<file path="src/rtl/round_controller_if.sv">
// Bus bundle for round_controller: frame/start/hit inputs and game-flow outputs.
// round_timeout exists only when ROUND_TIMER_EN is defined.
interface round_controller_if #(
  parameter int SCORE_W = 4
);
  logic               frame_vs;
  logic               start;
  logic               player_1_hit;
  logic               player_2_hit;
  logic               freeze;
  logic               respawn;
  logic [SCORE_W-1:0] p1_score;
  logic [SCORE_W-1:0] p2_score;
  logic [1:0]         winner;
  logic [3:0]         countdown;
  logic [2:0]         state;
`ifdef ROUND_TIMER_EN
  logic               round_timeout;
`endif

  modport slave (
    input  frame_vs, start, player_1_hit, player_2_hit,
    output freeze, respawn, p1_score, p2_score, winner, countdown, state
`ifdef ROUND_TIMER_EN
    , round_timeout
`endif
  );

  modport master (
    output frame_vs, start, player_1_hit, player_2_hit,
    input  freeze, respawn, p1_score, p2_score, winner, countdown, state
`ifdef ROUND_TIMER_EN
    , round_timeout
`endif
  );
endinterface

</file>
<file path="src/rtl/round_controller.sv">
// Two-player tank game-flow scheduler: start, countdown, play, hit pause, game over.
// Optional PLAY time limit enabled by defining ROUND_TIMER_EN.
module round_controller #(
  parameter int SCORE_W          = 4,
  parameter int WIN_SCORE        = 5,
  parameter int COUNT_DIGITS     = 3,
  parameter int FRAMES_PER_DIGIT = 60,
  parameter int HIT_PAUSE_FRAMES = 90,
  parameter int ROUND_FRAMES     = 1800
) (
  input  logic              Clk,
  input  logic              Reset_n,
  round_controller_if.slave bus
);
  typedef enum logic [2:0] {
    S_IDLE = 3'd0, S_CD = 3'd1, S_PLAY = 3'd2, S_HP = 3'd3, S_GO = 3'd4
  } state_e;

  // One shared frame timer, sized for the longest interval it ever holds.
  localparam int TMR_MAX0 = (FRAMES_PER_DIGIT > HIT_PAUSE_FRAMES) ? FRAMES_PER_DIGIT : HIT_PAUSE_FRAMES;
  localparam int TMR_MAX  = (TMR_MAX0 > ROUND_FRAMES) ? TMR_MAX0 : ROUND_FRAMES;
  localparam int TMR_W    = $clog2(TMR_MAX + 1);
  localparam logic [TMR_W-1:0]   FPD  = TMR_W'(FRAMES_PER_DIGIT);
  localparam logic [TMR_W-1:0]   HPF  = TMR_W'(HIT_PAUSE_FRAMES);
  localparam logic [TMR_W-1:0]   ONE  = TMR_W'(1);
  localparam logic [SCORE_W-1:0] WIN  = SCORE_W'(WIN_SCORE);
  localparam logic [SCORE_W-1:0] SMAX = '1;
  localparam logic [3:0]         CDIG = 4'(COUNT_DIGITS);

  state_e             state_q, state_d;
  logic [2:0]         vs_sync_q, vs_sync_d, st_sync_q, st_sync_d;
  logic [SCORE_W-1:0] p1_q, p1_d, p2_q, p2_d, p1_new, p2_new;
  logic [1:0]         win_q, win_d;
  logic [3:0]         cd_q, cd_d;
  logic [TMR_W-1:0]   tmr_q, tmr_d;
  logic               rsp_q, rsp_d;
  logic               frame_tick, start_edge, tick, any_hit, w1, w2;
`ifdef ROUND_TIMER_EN
  logic [TMR_W-1:0]   rnd_q, rnd_d;
  logic               to_q, to_d;
`endif

  assign vs_sync_d  = {vs_sync_q[1:0], bus.frame_vs};
  assign st_sync_d  = {st_sync_q[1:0], bus.start};
  assign frame_tick = vs_sync_q[1] & ~vs_sync_q[2];
  assign start_edge = st_sync_q[1] & ~st_sync_q[2];
  // A start edge owns its cycle; a coincident frame tick is dropped.
  assign tick       = frame_tick & ~start_edge;
  assign any_hit    = bus.player_1_hit | bus.player_2_hit;

  // P1 being hit scores for P2 and vice versa; scores saturate.
  assign p1_new = (bus.player_2_hit && p1_q != SMAX) ? p1_q + 1'b1 : p1_q;
  assign p2_new = (bus.player_1_hit && p2_q != SMAX) ? p2_q + 1'b1 : p2_q;
  assign w1     = bus.player_2_hit && (p1_new == WIN);
  assign w2     = bus.player_1_hit && (p2_new == WIN);

  always_comb begin
    state_d = state_q;
    p1_d    = p1_q;
    p2_d    = p2_q;
    win_d   = win_q;
    cd_d    = cd_q;
    tmr_d   = tmr_q;
    rsp_d   = 1'b0;
`ifdef ROUND_TIMER_EN
    rnd_d   = rnd_q;
    to_d    = 1'b0;
`endif
    case (state_q)
      S_IDLE, S_GO: begin
        if (start_edge) begin
          p1_d    = '0;
          p2_d    = '0;
          win_d   = 2'b00;
          rsp_d   = 1'b1;
          cd_d    = CDIG;
          tmr_d   = FPD;
          state_d = S_CD;
        end
      end
      S_CD: begin
        if (tick) begin
          if (tmr_q <= ONE) begin
            tmr_d = FPD;
            if (cd_q <= 4'd1) begin
              cd_d    = 4'd0;
              state_d = S_PLAY;
`ifdef ROUND_TIMER_EN
              rnd_d   = TMR_W'(ROUND_FRAMES);
`endif
            end else begin
              cd_d = cd_q - 4'd1;
            end
          end else begin
            tmr_d = tmr_q - ONE;
          end
        end
      end
      S_PLAY: begin
        if (tick) begin
          if (any_hit) begin
            p1_d = p1_new;
            p2_d = p2_new;
            if (w1 || w2) begin
              win_d   = {w2, w1};
              state_d = S_GO;
            end else begin
              tmr_d   = HPF;
              state_d = S_HP;
            end
          end
`ifdef ROUND_TIMER_EN
          else if (rnd_q <= ONE) begin
            to_d    = 1'b1;
            tmr_d   = HPF;
            state_d = S_HP;
          end else begin
            rnd_d = rnd_q - ONE;
          end
`endif
        end
      end
      S_HP: begin
        if (tick) begin
          if (tmr_q <= ONE) begin
            rsp_d   = 1'b1;
            cd_d    = CDIG;
            tmr_d   = FPD;
            state_d = S_CD;
          end else begin
            tmr_d = tmr_q - ONE;
          end
        end
      end
      default: state_d = S_IDLE;
    endcase
  end

  always_ff @(posedge Clk) begin
    if (!Reset_n) begin
      state_q   <= S_IDLE;
      vs_sync_q <= '0;
      st_sync_q <= '0;
      p1_q      <= '0;
      p2_q      <= '0;
      win_q     <= 2'b00;
      cd_q      <= 4'd0;
      tmr_q     <= '0;
      rsp_q     <= 1'b0;
`ifdef ROUND_TIMER_EN
      rnd_q     <= '0;
      to_q      <= 1'b0;
`endif
    end else begin
      state_q   <= state_d;
      vs_sync_q <= vs_sync_d;
      st_sync_q <= st_sync_d;
      p1_q      <= p1_d;
      p2_q      <= p2_d;
      win_q     <= win_d;
      cd_q      <= cd_d;
      tmr_q     <= tmr_d;
      rsp_q     <= rsp_d;
`ifdef ROUND_TIMER_EN
      rnd_q     <= rnd_d;
      to_q      <= to_d;
`endif
    end
  end

  assign bus.freeze    = (state_q != S_PLAY);
  assign bus.respawn   = rsp_q;
  assign bus.p1_score  = p1_q;
  assign bus.p2_score  = p2_q;
  assign bus.winner    = win_q;
  assign bus.countdown = cd_q;
  assign bus.state     = state_q;
`ifdef ROUND_TIMER_EN
  assign bus.round_timeout = to_q;
`endif
endmodule
</file>
<file path="src/flat_wrapper.sv">
// flat-port wrapper written by rule: the top's interface ports become plain ports
module round_controller_flat 
#(
  parameter int SCORE_W          = 4,
  parameter int WIN_SCORE        = 5,
  parameter int COUNT_DIGITS     = 3,
  parameter int FRAMES_PER_DIGIT = 60,
  parameter int HIT_PAUSE_FRAMES = 90,
  parameter int ROUND_FRAMES     = 1800
)
  (Clk, Reset_n, bus_frame_vs, bus_start, bus_player_1_hit, bus_player_2_hit, bus_freeze, bus_respawn, bus_p1_score, bus_p2_score, bus_winner, bus_countdown, bus_state);
  round_controller_if #(.SCORE_W(SCORE_W)) bus_i ();
  input  logic Clk;
  input  logic Reset_n;
  input wire logic [$bits(bus_i.frame_vs)-1:0] bus_frame_vs;
  input wire logic [$bits(bus_i.start)-1:0] bus_start;
  input wire logic [$bits(bus_i.player_1_hit)-1:0] bus_player_1_hit;
  input wire logic [$bits(bus_i.player_2_hit)-1:0] bus_player_2_hit;
  output wire logic [$bits(bus_i.freeze)-1:0] bus_freeze;
  output wire logic [$bits(bus_i.respawn)-1:0] bus_respawn;
  output wire logic [$bits(bus_i.p1_score)-1:0] bus_p1_score;
  output wire logic [$bits(bus_i.p2_score)-1:0] bus_p2_score;
  output wire logic [$bits(bus_i.winner)-1:0] bus_winner;
  output wire logic [$bits(bus_i.countdown)-1:0] bus_countdown;
  output wire logic [$bits(bus_i.state)-1:0] bus_state;
  assign bus_i.frame_vs = bus_frame_vs;
  assign bus_i.start = bus_start;
  assign bus_i.player_1_hit = bus_player_1_hit;
  assign bus_i.player_2_hit = bus_player_2_hit;
  assign bus_freeze = bus_i.freeze;
  assign bus_respawn = bus_i.respawn;
  assign bus_p1_score = bus_i.p1_score;
  assign bus_p2_score = bus_i.p2_score;
  assign bus_winner = bus_i.winner;
  assign bus_countdown = bus_i.countdown;
  assign bus_state = bus_i.state;
  round_controller #(.SCORE_W(SCORE_W), .WIN_SCORE(WIN_SCORE), .COUNT_DIGITS(COUNT_DIGITS), .FRAMES_PER_DIGIT(FRAMES_PER_DIGIT), .HIT_PAUSE_FRAMES(HIT_PAUSE_FRAMES), .ROUND_FRAMES(ROUND_FRAMES)) u_core (.Clk(Clk), .Reset_n(Reset_n), .bus(bus_i));
endmodule
</file>
<file path="config.mk">
export PLATFORM = sky130hd
export DESIGN_NAME = round_controller_flat
export DESIGN_NICKNAME = d
export VERILOG_FILES = /design/src/rtl/round_controller_if.sv /design/src/rtl/round_controller.sv /design/src/flat_wrapper.sv
export SDC_FILE = /design/constraint.sdc
export NUM_CORES = 1
export LEC_CHECK = 0
export BUFFER_PORTS_ARGS = -buffer_cell sky130_fd_sc_hd__buf_2
export CAP_MARGIN = 0
export CORE_MARGIN = 2
export CORE_UTILIZATION = 40
export CTS_CLUSTER_DIAMETER = 200
export DETAILED_ROUTE_END_ITERATION = 8
export GPL_TIMING_DRIVEN = 0
export PLACE_DENSITY_LB_ADDON = 0.15
export SKIP_LAST_GASP = 1
export SYNTH_ARGS = -nofsm -noshare
export SYNTH_HDL_FRONTEND = slang
export SYNTH_SLANG_ARGS = --single-unit
</file>
<file path="constraint.sdc">
create_clock -name Clk -period 2.1 [get_ports Clk]
set_input_delay 0 -clock Clk [delete_from_list [all_inputs] [get_ports Clk]]
set_output_delay 0 -clock Clk [all_outputs]
set_load 0.02 [all_outputs]
</file>
==> summary.txt, run 1 <==
Pwr
  • Clock share of power: 34.9%
  • Internal power: 1037 µW
  • Maximum ir drop on the vdd rail: about 0.41 mV
  • Power Density: about 600 nW/µm²
  • Leakage: between 0.0009 and 0.001 µW
  • Seq pwr share: approximately half
  • Total net switching power: 413.9 µW
  • Fraction of power spent switching nets: 28.52%
  • Fraction of power consumed by combinational cells: between 10% and 20%

Critical path
  • Worst setup EP type: register
  • Startpoint class of the critical path: register
  • Worst endpoint required time: 2280 ps
  • Kind of critical path: reg2reg
  • Critical path peak fanout: 10
  • Arr. time, crit path: 2340 ps

STA
  • Final Max Tran Viols: 0
  • Final clock skew: between 8 and 9 ps
  • Portion of the clock cycle consumed by the worst path in the final layout: 102.4%
  • Final hold slack: around 79 ps
  • Final hold violation count: 0
  • Worst rel slew slack: roughly 62%
  • Unrepaired setup endpoints after global routing: true
  • Final setup violation count: 2
  • Period minus WS final: ~2200 ps
  • Max frequency: ~0.46 GHz
  • Worst Slack Setup Final: -50.76 ps
  • Slew at the pin closest to its max-slew limit: 573.9 ps
  • Aggregate negative setup slack: -57.78 ps

Finish
  • Fillers: 460
  • Finished Layout Cells: ~340
  • Area Growth Syn to Fin: 21.76%
  • Total number of nets in the final design: 288
  • Post-route cell area: 2422 µm²
  • Proportion of layout cells with a drive suffix above 1: about a quarter
  • N_diodes: 0

Global routing
  • Wire length of the first global-routing pass: around 8500 µm
  • Total global-route track usage: between 20% and 30%
  • Antenna violations before repair: 0
  • Via count of the first global-routing pass: around 1800
  • Maximum number of pins on one net before global-route repair: 11
  • Grt ovf: 0

Synth
  • Post-Syn Area: slightly below 2000 µm²
  • Net count after synthesis: roughly 250
  • Predominant post-synthesis flop cell: sky130_fd_sc_hd__dfxtp_1
  • Sequential share of the synthesized area: a little over a third
  • Synthesis-stage register bit count: 35
  • Post-Syn Area per Cell: roughly 8.3 µm²
  • Count of flip-flops with a built-in enable after synthesis: 0
  • Synth Instances: roughly 240
  • Ys Warns: 0
  • Share of synthesized registers carrying an async set or reset: 0%
  • Distinct cell type count of the synthesized netlist: 50

Flow run
  • Max-cap violations: 0

Floorplan
  • Die Outline Area: roughly 5600 µm²
  • Die span in x: 74.53 µm
  • Initial core utilization: a little over two fifths
  • Vertical die dimension: around 75 µm
  • I/O pin cnt: 25
  • Floorplan core area: roughly 4800 µm²
  • Site Rows: 25

Placed design
  • Number of cells in the design after placement: around 330
  • Input/output buffers: 23
  • Pre-CTS setup slack: -285.6 ps
  • DP Wirelength: approximately 3600 µm
  • Instance area at placement: ~2200 µm²
  • Placer's final routability congestion estimate: 0.7880

Route
  • First-pass iteration count of the detailed router: 4
  • Vias: 1945
  • Remaining routing DRC violations: 0
  • Via-per-instance ratio: about 5.7
  • Antenna violation net count after detailed routing: 0
  • Initial detailed-routing violation count: 132
  • Average wire per standard cell: roughly 16 µm
  • DRT Wirelength: between 5000 and 6000 µm

Clock tree
  • CTS tree: yes
  • Register clock-pin slew on the reported worst setup and hold paths: ~70 ps
  • Cell at the root of the clock tree: sky130_fd_sc_hd__clkbuf_8
  • Clock buffers created by TritonCTS: 5
  • TritonCTS Sinks: 35
  • Clock network latency to the later pin of the worst-skew pair: slightly below 300 ps
  • CTS Buffer Depth: 2
  • H-Tree Depth: 2

Worst hold path
  • Type of the tightest min-delay check: in2reg

Run status
  • Violations in the final reports: setup timing
  • Run status: complete, but fails checks
-- critical path, cell delays in order (launching register included) --
cell	delay [ps]
sky130_fd_sc_hd__dfxtp_1	390
sky130_fd_sc_hd__inv_1	90
sky130_fd_sc_hd__ha_1	170
sky130_fd_sc_hd__o21ba_2	250
sky130_fd_sc_hd__nor3_4	70
sky130_fd_sc_hd__a21o_2	290
sky130_fd_sc_hd__or4b_2	640
sky130_fd_sc_hd__o211a_1	140
-- cell type report --
cell class,instances,area [µm²],share of cell area (%)
Clock inverter,1,5.005,0.2066
Sequential cell,35,705.7,29.13
Clock buffer,6,82.58,3.409
Multi-Input combinational cell,181,1269,52.38
Timing Repair Buffer,33,198.9,8.213
Inverter,13,48.80,2.014
Tap cell,67,83.83,3.461
Buffer,7,28.78,1.188
-- metal layers --
metal / GRT usage (%) / wire length [µm]
met1: 28.14 / 2613
met2: 30.09 / 2452
met3: 4.743 / 239
met4: 6.944 / 67
met5: 0 / 0
-- logic make-up after synthesis --
family | share of synthesized area (%)
adders and majority gates | 3.773
AOI/OAI and AO/OA | 27.30
xor gates and xnor gates | 0.8807
buffers and inverters | 4.339
and+or+nand+nor | 28.49
DFF | 35.22
-- sequential cells by signal, summed over array words and instances, names as in the netlist --
| name | cells |
|---|---|
| u_core.bus.p1_score | 4 |
| u_core.bus.countdown | 4 |
| u_core.bus.p2_score | 4 |
| u_core.tmr_q | 11 |
| u_core.bus.winner | 2 |
| u_core.vs_sync_q | 3 |
| u_core.bus.state | 3 |
| u_core.bus.respawn | 1 |
| u_core.st_sync_q | 3 |
-- synthesized netlist by cell type, types with 2 or more instances --
| cell type | number | share of area [%] |
|---|---|---|
| sky130_fd_sc_hd__a211oi_1 | 9 | 3.4 |
| sky130_fd_sc_hd__a21oi_1 | 20 | 5.0 |
| sky130_fd_sc_hd__a221oi_1 | 2 | 0.88 |
| sky130_fd_sc_hd__a31oi_1 | 7 | 2.2 |
| sky130_fd_sc_hd__a32oi_1 | 2 | 0.88 |
| sky130_fd_sc_hd__and2_1 | 8 | 2.5 |
| sky130_fd_sc_hd__clkbuf_1 | 9 | 1.7 |
| sky130_fd_sc_hd__dfxtp_1 | 35 | 35 |
| sky130_fd_sc_hd__ha_1 | 6 | 3.8 |
| sky130_fd_sc_hd__inv_1 | 13 | 2.5 |
| sky130_fd_sc_hd__nand2_1 | 13 | 2.5 |
| sky130_fd_sc_hd__nand2b_1 | 8 | 2.5 |
| sky130_fd_sc_hd__nand3_1 | 5 | 1.3 |
| sky130_fd_sc_hd__nand4_1 | 4 | 1.3 |
| sky130_fd_sc_hd__nand4b_1 | 4 | 1.8 |
| sky130_fd_sc_hd__nor2_1 | 14 | 2.6 |
| sky130_fd_sc_hd__nor2b_1 | 2 | 0.63 |
| sky130_fd_sc_hd__nor3_1 | 9 | 2.3 |
| sky130_fd_sc_hd__nor3_2 | 2 | 1.0 |
| sky130_fd_sc_hd__nor4_1 | 4 | 1.3 |
| sky130_fd_sc_hd__nor4b_1 | 2 | 0.88 |
| sky130_fd_sc_hd__o211a_1 | 2 | 1.0 |
| sky130_fd_sc_hd__o211ai_1 | 2 | 0.75 |
| sky130_fd_sc_hd__o21ai_0 | 15 | 3.8 |
| sky130_fd_sc_hd__o221a_2 | 4 | 2.3 |
| sky130_fd_sc_hd__o31ai_1 | 3 | 1.1 |
| sky130_fd_sc_hd__or2_2 | 4 | 1.3 |
| sky130_fd_sc_hd__or3_1 | 4 | 1.3 |
| sky130_fd_sc_hd__or4_1 | 5 | 1.9 |
| sky130_fd_sc_hd__xor2_1 | 2 | 0.88 |
-- power by group through the flow --
stage	registers [µW]	clock network, µW	logic (µW)
floorplan	714	0	144
global placement	711	0	203
detailed placement	712	0	202
CTS	697	515	223
global route	702	544	267
finish	700	507	244
-- final timing paths --
path / start / endpoint / slack, ps / cells past startpoint
worst max-delay path: u_core.tmr_q[1] / u_core.tmr_q[4] / -50 / 7
worst min-delay path: bus_player_2_hit / u_core.bus.p1_score[2] / 80 / 3
worst max register to register: u_core.tmr_q[1] / u_core.tmr_q[4] / -50 / 7
worst min register to register: u_core.st_sync_q[0] / u_core.st_sync_q[1] / 440 / 1
-- metrics by stage --
step / utilization (%) / power, µW
floorplan: - / 857.5
global placement: 46.24 / 914.5
detailed placement: 46.24 / 913.8
CTS: 49.39 / 1435
global route: 50.95 / 1513
finish: 50.95 / 1451
-- placed cells by master, fill, tap and decap left out, types with 3 or more instances in the layout --
cell type,count
sky130_fd_sc_hd__nand4b_1,4
sky130_fd_sc_hd__or3_1,4
sky130_fd_sc_hd__nand3_1,5
sky130_fd_sc_hd__clkbuf_1,4
sky130_fd_sc_hd__a211oi_1,7
sky130_fd_sc_hd__nand2_1,13
sky130_fd_sc_hd__nor2_1,14
sky130_fd_sc_hd__o221a_2,4
sky130_fd_sc_hd__nor4_1,4
sky130_fd_sc_hd__a31oi_1,7
sky130_fd_sc_hd__nor3_1,8
sky130_fd_sc_hd__or4_1,4
sky130_fd_sc_hd__clkbuf_8,6
sky130_fd_sc_hd__nand2b_1,7
sky130_fd_sc_hd__ha_1,6
sky130_fd_sc_hd__nand4_1,4
sky130_fd_sc_hd__o31ai_1,3
sky130_fd_sc_hd__a21oi_1,19
sky130_fd_sc_hd__dfxtp_1,31
sky130_fd_sc_hd__dfxtp_2,4
sky130_fd_sc_hd__or2_2,4
sky130_fd_sc_hd__buf_4,7
sky130_fd_sc_hd__and2_1,8
sky130_fd_sc_hd__buf_2,23
sky130_fd_sc_hd__o21ai_0,15
sky130_fd_sc_hd__inv_1,13
-- what timing repair did --
item                                    CTS  global route
pin swaps                                 5             3
endpoints found under the hold margin     2             0
endpoints found under the setup margin   19            21
hold buffers                              2             0
setup buffers                             4             4
gates resized for setup                   6            14
Note: power is estimated with default switching activity, not from simulation.
==> run 2: changes to the inputs <==
--- a/config.mk
+++ b/config.mk
@@ -6,12 +6,12 @@
 export NUM_CORES = 1
 export LEC_CHECK = 0
 export BUFFER_PORTS_ARGS = -buffer_cell sky130_fd_sc_hd__buf_2
-export CAP_MARGIN = 0
+export CAP_MARGIN = 20
 export CORE_MARGIN = 2
 export CORE_UTILIZATION = 40
 export CTS_CLUSTER_DIAMETER = 200
 export DETAILED_ROUTE_END_ITERATION = 8
-export GPL_TIMING_DRIVEN = 0
+export GPL_TIMING_DRIVEN = 1
 export PLACE_DENSITY_LB_ADDON = 0.15
 export SKIP_LAST_GASP = 1
 export SYNTH_ARGS = -nofsm -noshare
==> run 2 against run 1 <==
The flow now finishes without violations. Routed wire length fell by 2.7%. First-iteration DRC count fell by 4.5%. Register-to-register slack improved by 80 ps. Clock skew fell by 1.9 ps. Via count rose by 2.1%. Worst hold slack barely moved. Clock-buffer cell count did not move. Core utilization rose by 0.66 points. Critical path depth fell by 3. Largest cell class unchanged. Highest routed layer unchanged.
==> summary.txt, run 2 (synthesized netlist as in run 1, its figures left out) <==
Run status
  • Run status: finished clean

Global routing
  • Maximum number of pins on one net before global-route repair: 21
  • Grt ovf: 0
  • Via count of the first global-routing pass: about 1700
  • Antenna violations before repair: 0
  • Total global-route track usage: 19.96%
  • Wire length of the first global-routing pass: 8507 µm

Floorplan
  • Initial core utilization: 41.84%
  • Die Outline Area: around 5600 µm²
  • Floorplan core area: roughly 4800 µm²
  • Vertical die dimension: around 75 µm
  • Die span in x: approximately 75 µm
  • I/O pin cnt: 25
  • Site Rows: 25

Critical path
  • Worst R2R Setup Slack: 30 ps
  • Kind of critical path: reg2reg
  • Endpoint of the most critical setup path: u_core.tmr_q[9]
  • Worst endpoint required time: roughly 2300 ps
  • Startpoint class of the critical path: register
  • Origin of the worst setup path: u_core.tmr_q[5]
  • R2r worst-path depth: 4
  • Worst setup EP type: register
  • Critical path peak fanout: 5
  • Origin of the critical flop-to-flop path: u_core.tmr_q[5]
  • Terminus of the critical flop-to-flop path: u_core.tmr_q[9]
  • Arr. time, crit path: roughly 2300 ps

STA
  • Slew at the pin closest to its max-slew limit: between 700 and 800 ps
  • Final clock skew: 7.008 ps
  • Worst rel slew slack: just over 50%
  • Final Max Tran Viols: 0
  • Final setup violation count: 0
  • Portion of the clock cycle consumed by the worst path in the final layout: a little over nine tenths
  • Max frequency: between 0.4 and 0.5 GHz
  • Unrepaired setup endpoints after global routing: true
  • Period minus WS final: 2074 ps
  • Final hold violation count: 0
  • Final hold slack: between 70 and 80 ps

Route
  • DRT Wirelength: between 5000 and 6000 µm
  • Initial detailed-routing violation count: around 130
  • Average wire per standard cell: 14.80 µm
  • Vias: approximately 2000
  • First-pass iteration count of the detailed router: 4
  • Via-per-instance ratio: between 5 and 6
  • Remaining routing DRC violations: 0
  • Antenna violation net count after detailed routing: 0

Pwr
  • Leakage: slightly below 0.001 µW
  • Power Density: about 580 nW/µm²
  • Maximum ir drop on the vdd rail: 0.3589 mV

Clock tree
  • Cell at the root of the clock tree: sky130_fd_sc_hd__clkbuf_8
  • CTS tree: yes
  • Register clock-pin slew on the reported worst setup and hold paths: 80 ps
  • CTS Buffer Depth: 2
  • Clock network latency to the later pin of the worst-skew pair: roughly 290 ps
  • TritonCTS Sinks: 35
  • Clock buffers created by TritonCTS: 5
  • H-Tree Depth: 2

Placed design
  • Input/output buffers: 24
  • Number of cells in the design after placement: approximately 340
  • Placer's final routability congestion estimate: just over 0.8
  • DP Wirelength: between 3000 and 4000 µm

Finish
  • Flip-flop count of the largest register, all copies and words added: 11
  • Most common library cell in the layout ignoring fill and taps: sky130_fd_sc_hd__dfxtp_1
  • Proportion of layout cells with a drive suffix above 1: 26.92%
  • Total number of nets in the final design: approximately 300
  • Register with the most flip-flops: u_core.tmr_q
  • Area Growth Syn to Fin: 23.33%
  • N_diodes: 0
  • Finished Layout Cells: ~350
  • Commonest cells after routing, fill and taps aside: sky130_fd_sc_hd__dfxtp_1, sky130_fd_sc_hd__buf_2, sky130_fd_sc_hd__buf_4

Worst hold path
  • Type of the tightest min-delay check: in2reg

Flow run
  • Max-cap violations: 0
-- run 2: critical path: stages (launching register included) --
cell	delay, ps
sky130_fd_sc_hd__dfxtp_1	310
sky130_fd_sc_hd__or4_4	580
sky130_fd_sc_hd__or4_4	440
sky130_fd_sc_hd__or4_1	530
sky130_fd_sc_hd__a21oi_2	140
-- run 2: layout make-up --
cell class | instances | area [µm²]
fillers | 484 | 2301
clock inverters | 2 | 12.51
clock buffers | 6 | 72.57
multi-input cells | 181 | 1221
inverters | 13 | 48.80
well taps | 67 | 83.83
flip-flops and latches | 35 | 701.9
repair buffers | 49 | 312.8
-- run 2: repair_timing --
item                                    4_1_cts  5_1_grt
hold endpoints to repair                      2        0
resized for setup                             0        4
buffers inserted                              0        1
hold buffers                                  2        0
endpoints found under the setup margin        0        5
-- run 2: worst min path at each step --
stage	start	end	cells after the start	slack, ps
after floorplan	bus_start	u_core.st_sync_q[0]	1	130
after global placement	bus_start	u_core.st_sync_q[0]	2	210
after detailed placement	bus_frame_vs	u_core.vs_sync_q[0]	2	210
after CTS	bus_player_2_hit	u_core.bus.p1_score[2]	3	70
after global routing	bus_player_2_hit	u_core.bus.p1_score[2]	3	90
final	bus_player_2_hit	u_core.bus.p1_score[2]	3	80
-- run 2: layer usage --
metal | GRT usage, % | part of all wire, %
met3 | 4.201 | 5.1
met4 | 7.738 | 1.5
met1 | 29.50 | 50
met5 | 0 | 0
met2 | 28.22 | 44
-- run 2: power by group --
part / internal [µW] / total (µW) / switching, µW
Sequential: 680 / 694 / 14.1
Combinational: 101 / 239 / 138
Clock: 232 / 488 / 256
Total: 1010 / 1420 / 408
-- run 2: stage by stage --
stage | setup slack [ps] | instance area (µm²) | total power, µW | setup TNS, ps | util, %
after global placement | 51.55 | 2331 | 931.6 | 0 | 49.03
after detailed placement | 25.21 | 2331 | 931.2 | 0 | 49.03
after CTS | 2.594 | 2436 | 1423 | 0 | 51.24
final | 25.80 | 2454 | 1422 | 0 | 51.61
after floorplan | -9.622 | 1999 | 857.5 | -9.622 | -
after global routing | -52.84 | 2454 | 1494 | -114.5 | 51.61
==> run 3: changes to the inputs <==
--- a/config.mk
+++ b/config.mk
@@ -9,7 +9,6 @@
 export CAP_MARGIN = 20
 export CORE_MARGIN = 2
 export CORE_UTILIZATION = 40
-export CTS_CLUSTER_DIAMETER = 200
 export DETAILED_ROUTE_END_ITERATION = 8
 export GPL_TIMING_DRIVEN = 1
 export PLACE_DENSITY_LB_ADDON = 0.15
==> constraint.sdc (replaced) <==
create_clock -name Clk -period 2.2 [get_ports Clk]
set_input_delay 0 -clock Clk [delete_from_list [all_inputs] [get_ports Clk]]
set_output_delay 0 -clock Clk [all_outputs]
set_load 0.02 [all_outputs]
==> run 3 against run 2 <==
Via count down 2.1%. Worst hold slack better by 8.4 ps. Sequential power down 4.0%. Global-route usage down 0.39 points. Cell area down 3.0%. Sequential cell count unchanged. Core utilization down 1.6 points. Clock power down 6.4%. Combinational power down 13%. First-iteration DRC count down 15%. Non-clock buffer count down 8.
==> summary.txt, run 3 (synthesized netlist as in run 1, its figures left out) <==
Critical path
  • Worst setup EP type: register
  • Maximum single-stage delay on the critical path: 650 ps
  • Arr. time, crit path: between 2000 and 2500 ps
  • Kind of critical path: reg2reg
  • Worst endpoint required time: 2380 ps
  • Critical path, cell by cell: inv_1 -> ha_1 -> o21ba_2 -> nor3_4 -> a21o_2 -> or4b_2 -> o211a_1
  • Slowest-stage cell, CP: sky130_fd_sc_hd__or4b_2
  • Critical path peak fanout: 10
  • Startpoint class of the critical path: register

Global routing
  • Total global-route track usage: 19.57%
  • Antenna violations before repair: 0
  • Grt ovf: 0
  • Maximum number of pins on one net before global-route repair: 20
  • Via count of the first global-routing pass: around 1700
  • Wire length of the first global-routing pass: roughly 8300 µm

Flow run
  • Max-cap violations: 0

Finish
  • Area Growth Syn to Fin: 19.62%
  • Most common library cell in the layout ignoring fill and taps: sky130_fd_sc_hd__dfxtp_1
  • Proportion of layout cells with a drive suffix above 1: about a quarter
  • N_diodes: 0
  • Flip-flop count of the largest register, all copies and words added: 11
  • Commonest cells after routing, fill and taps aside: sky130_fd_sc_hd__dfxtp_1, sky130_fd_sc_hd__buf_2, sky130_fd_sc_hd__a21oi_1
  • Register with the most flip-flops: u_core.tmr_q
  • Final core utilization: between 50% and 60%
  • Total number of nets in the final design: about 290

STA
  • Period minus WS final: 2142 ps
  • Slew at the pin closest to its max-slew limit: ~600 ps
  • Worst rel slew slack: between 60% and 70%
  • Final Max Tran Viols: 0
  • Unrepaired setup endpoints after global routing: true
  • Portion of the clock cycle consumed by the worst path in the final layout: between 90% and 100%
  • Aggregate negative setup slack: 0 ps
  • Worst Slack Setup Final: approximately 58 ps
  • Final setup violation count: 0
  • Final clock skew: 7.366 ps
  • Max frequency: approximately 0.47 GHz
  • Final hold slack: 88.16 ps
  • Final hold violation count: 0

Clock tree
  • Cell at the root of the clock tree: sky130_fd_sc_hd__clkbuf_8
  • Clock buffers created by TritonCTS: 5
  • Clock network latency to the later pin of the worst-skew pair: ~290 ps
  • TritonCTS Sinks: 35
  • CTS Buffer Depth: 2
  • Register clock-pin slew on the reported worst setup and hold paths: 70 ps
  • H-Tree Depth: 2
  • CTS tree: yes

Floorplan
  • Initial core utilization: 41.84%
  • Die span in x: 74.53 µm
  • I/O pin cnt: 25
  • Site Rows: 25
  • Floorplan core area: 4755 µm²
  • Die Outline Area: ~5600 µm²
  • Vertical die dimension: 74.53 µm

Placed design
  • DP Wirelength: approximately 3600 µm
  • Pre-CTS setup slack: around 72 ps
  • Placer's final routability congestion estimate: roughly 0.84
  • Input/output buffers: 24

Worst hold path
  • Type of the tightest min-delay check: in2reg

Route
  • Average wire per standard cell: ~15 µm
  • DRT Wirelength: between 5000 and 6000 µm
  • First-pass iteration count of the detailed router: 4
  • Initial detailed-routing violation count: roughly 110
  • Vias: 1944
  • Antenna violation net count after detailed routing: 0
  • Remaining routing DRC violations: 0
  • Via-per-instance ratio: between 5 and 6

Pwr
  • Power Density: between 500 and 600 nW/µm²
  • Maximum ir drop on the vdd rail: roughly 0.25 mV
  • Leakage: ~0.00094 µW

Run status
  • Run status: finished clean
[run 3: cell count changes in the layout (fill, tap and decap cells not counted), sizes merged]
cell / change
clkinvlp: -1
clkbuf: +1
buf: -8
[run 3: final cells by class]
| cell class | instances | area [µm²] |
|---|---|---|
| Multi-Input combinational cell | 181 | 1210 |
| Inverter | 13 | 48.80 |
| Fill cell | 466 | 2375 |
| Tap cell | 67 | 83.83 |
| Timing Repair Buffer | 41 | 252.7 |
| Clock buffer | 7 | 76.32 |
| Clock inverter | 1 | 5.005 |
| Sequential cell | 35 | 703.2 |
[run 3: power by group]
| group | internal (µW) | switching [µW] |
|---|---|---|
| clock network | 222 | 234 |
| registers | 650 | 16.1 |
| logic | 85.4 | 124 |
| total | 957 | 374 |
[run 3: path summary, 6_finish.rpt]
| path | depth (start not counted) | startpoint | slack, ps | endpoint |
|---|---|---|---|---|
| setup / recovery | 7 | u_core.tmr_q[1] | 60 | u_core.tmr_q[4] |
| hold / removal | 3 | bus_player_2_hit | 90 | u_core.bus.p1_score[2] |
| setup reg to reg | 7 | u_core.tmr_q[1] | 60 | u_core.tmr_q[4] |
| hold reg to reg | 1 | u_core.st_sync_q[0] | 440 | u_core.st_sync_q[1] |
[run 3: routing by layer]
layer | up-vias | wire length [µm] | global-route usage, %
met4 | 0 | 70 | 6.548
met3 | 8 | 243 | 5.014
met5 | - | 0 | 0
li1 | 984 | - | -
met2 | 48 | 2096 | 27.73
met1 | 904 | 2594 | 28.76
[run 3: worst max-delay path: cells and delay by family (launching register included)]
family          cells  cell delay (ps)
simple gates        2              720
compound gates      3              680
flops               1              370
fa+ha+maj           1              180
buf+inv             1              100
[run 3: repair_timing]
action                                  4_1_cts  5_1_grt
hold buffers                                  2        0
endpoints found under the setup margin        0        7
gates resized for setup                       0        4
hold endpoints to repair                      2        0
setup buffers                                 0        1
[run 3: metrics by stage]
step | cell area, µm² | power, µW | instances
2_1_floorplan | 1989 | 817.7 | 239
3_3_place_gp | 2261 | 877.8 | 334
3_5_place_dp | 2261 | 876.2 | 334
4_1_cts | 2362 | 1328 | 344
5_1_grt | 2380 | 1399 | 345
6_report | 2380 | 1331 | 345
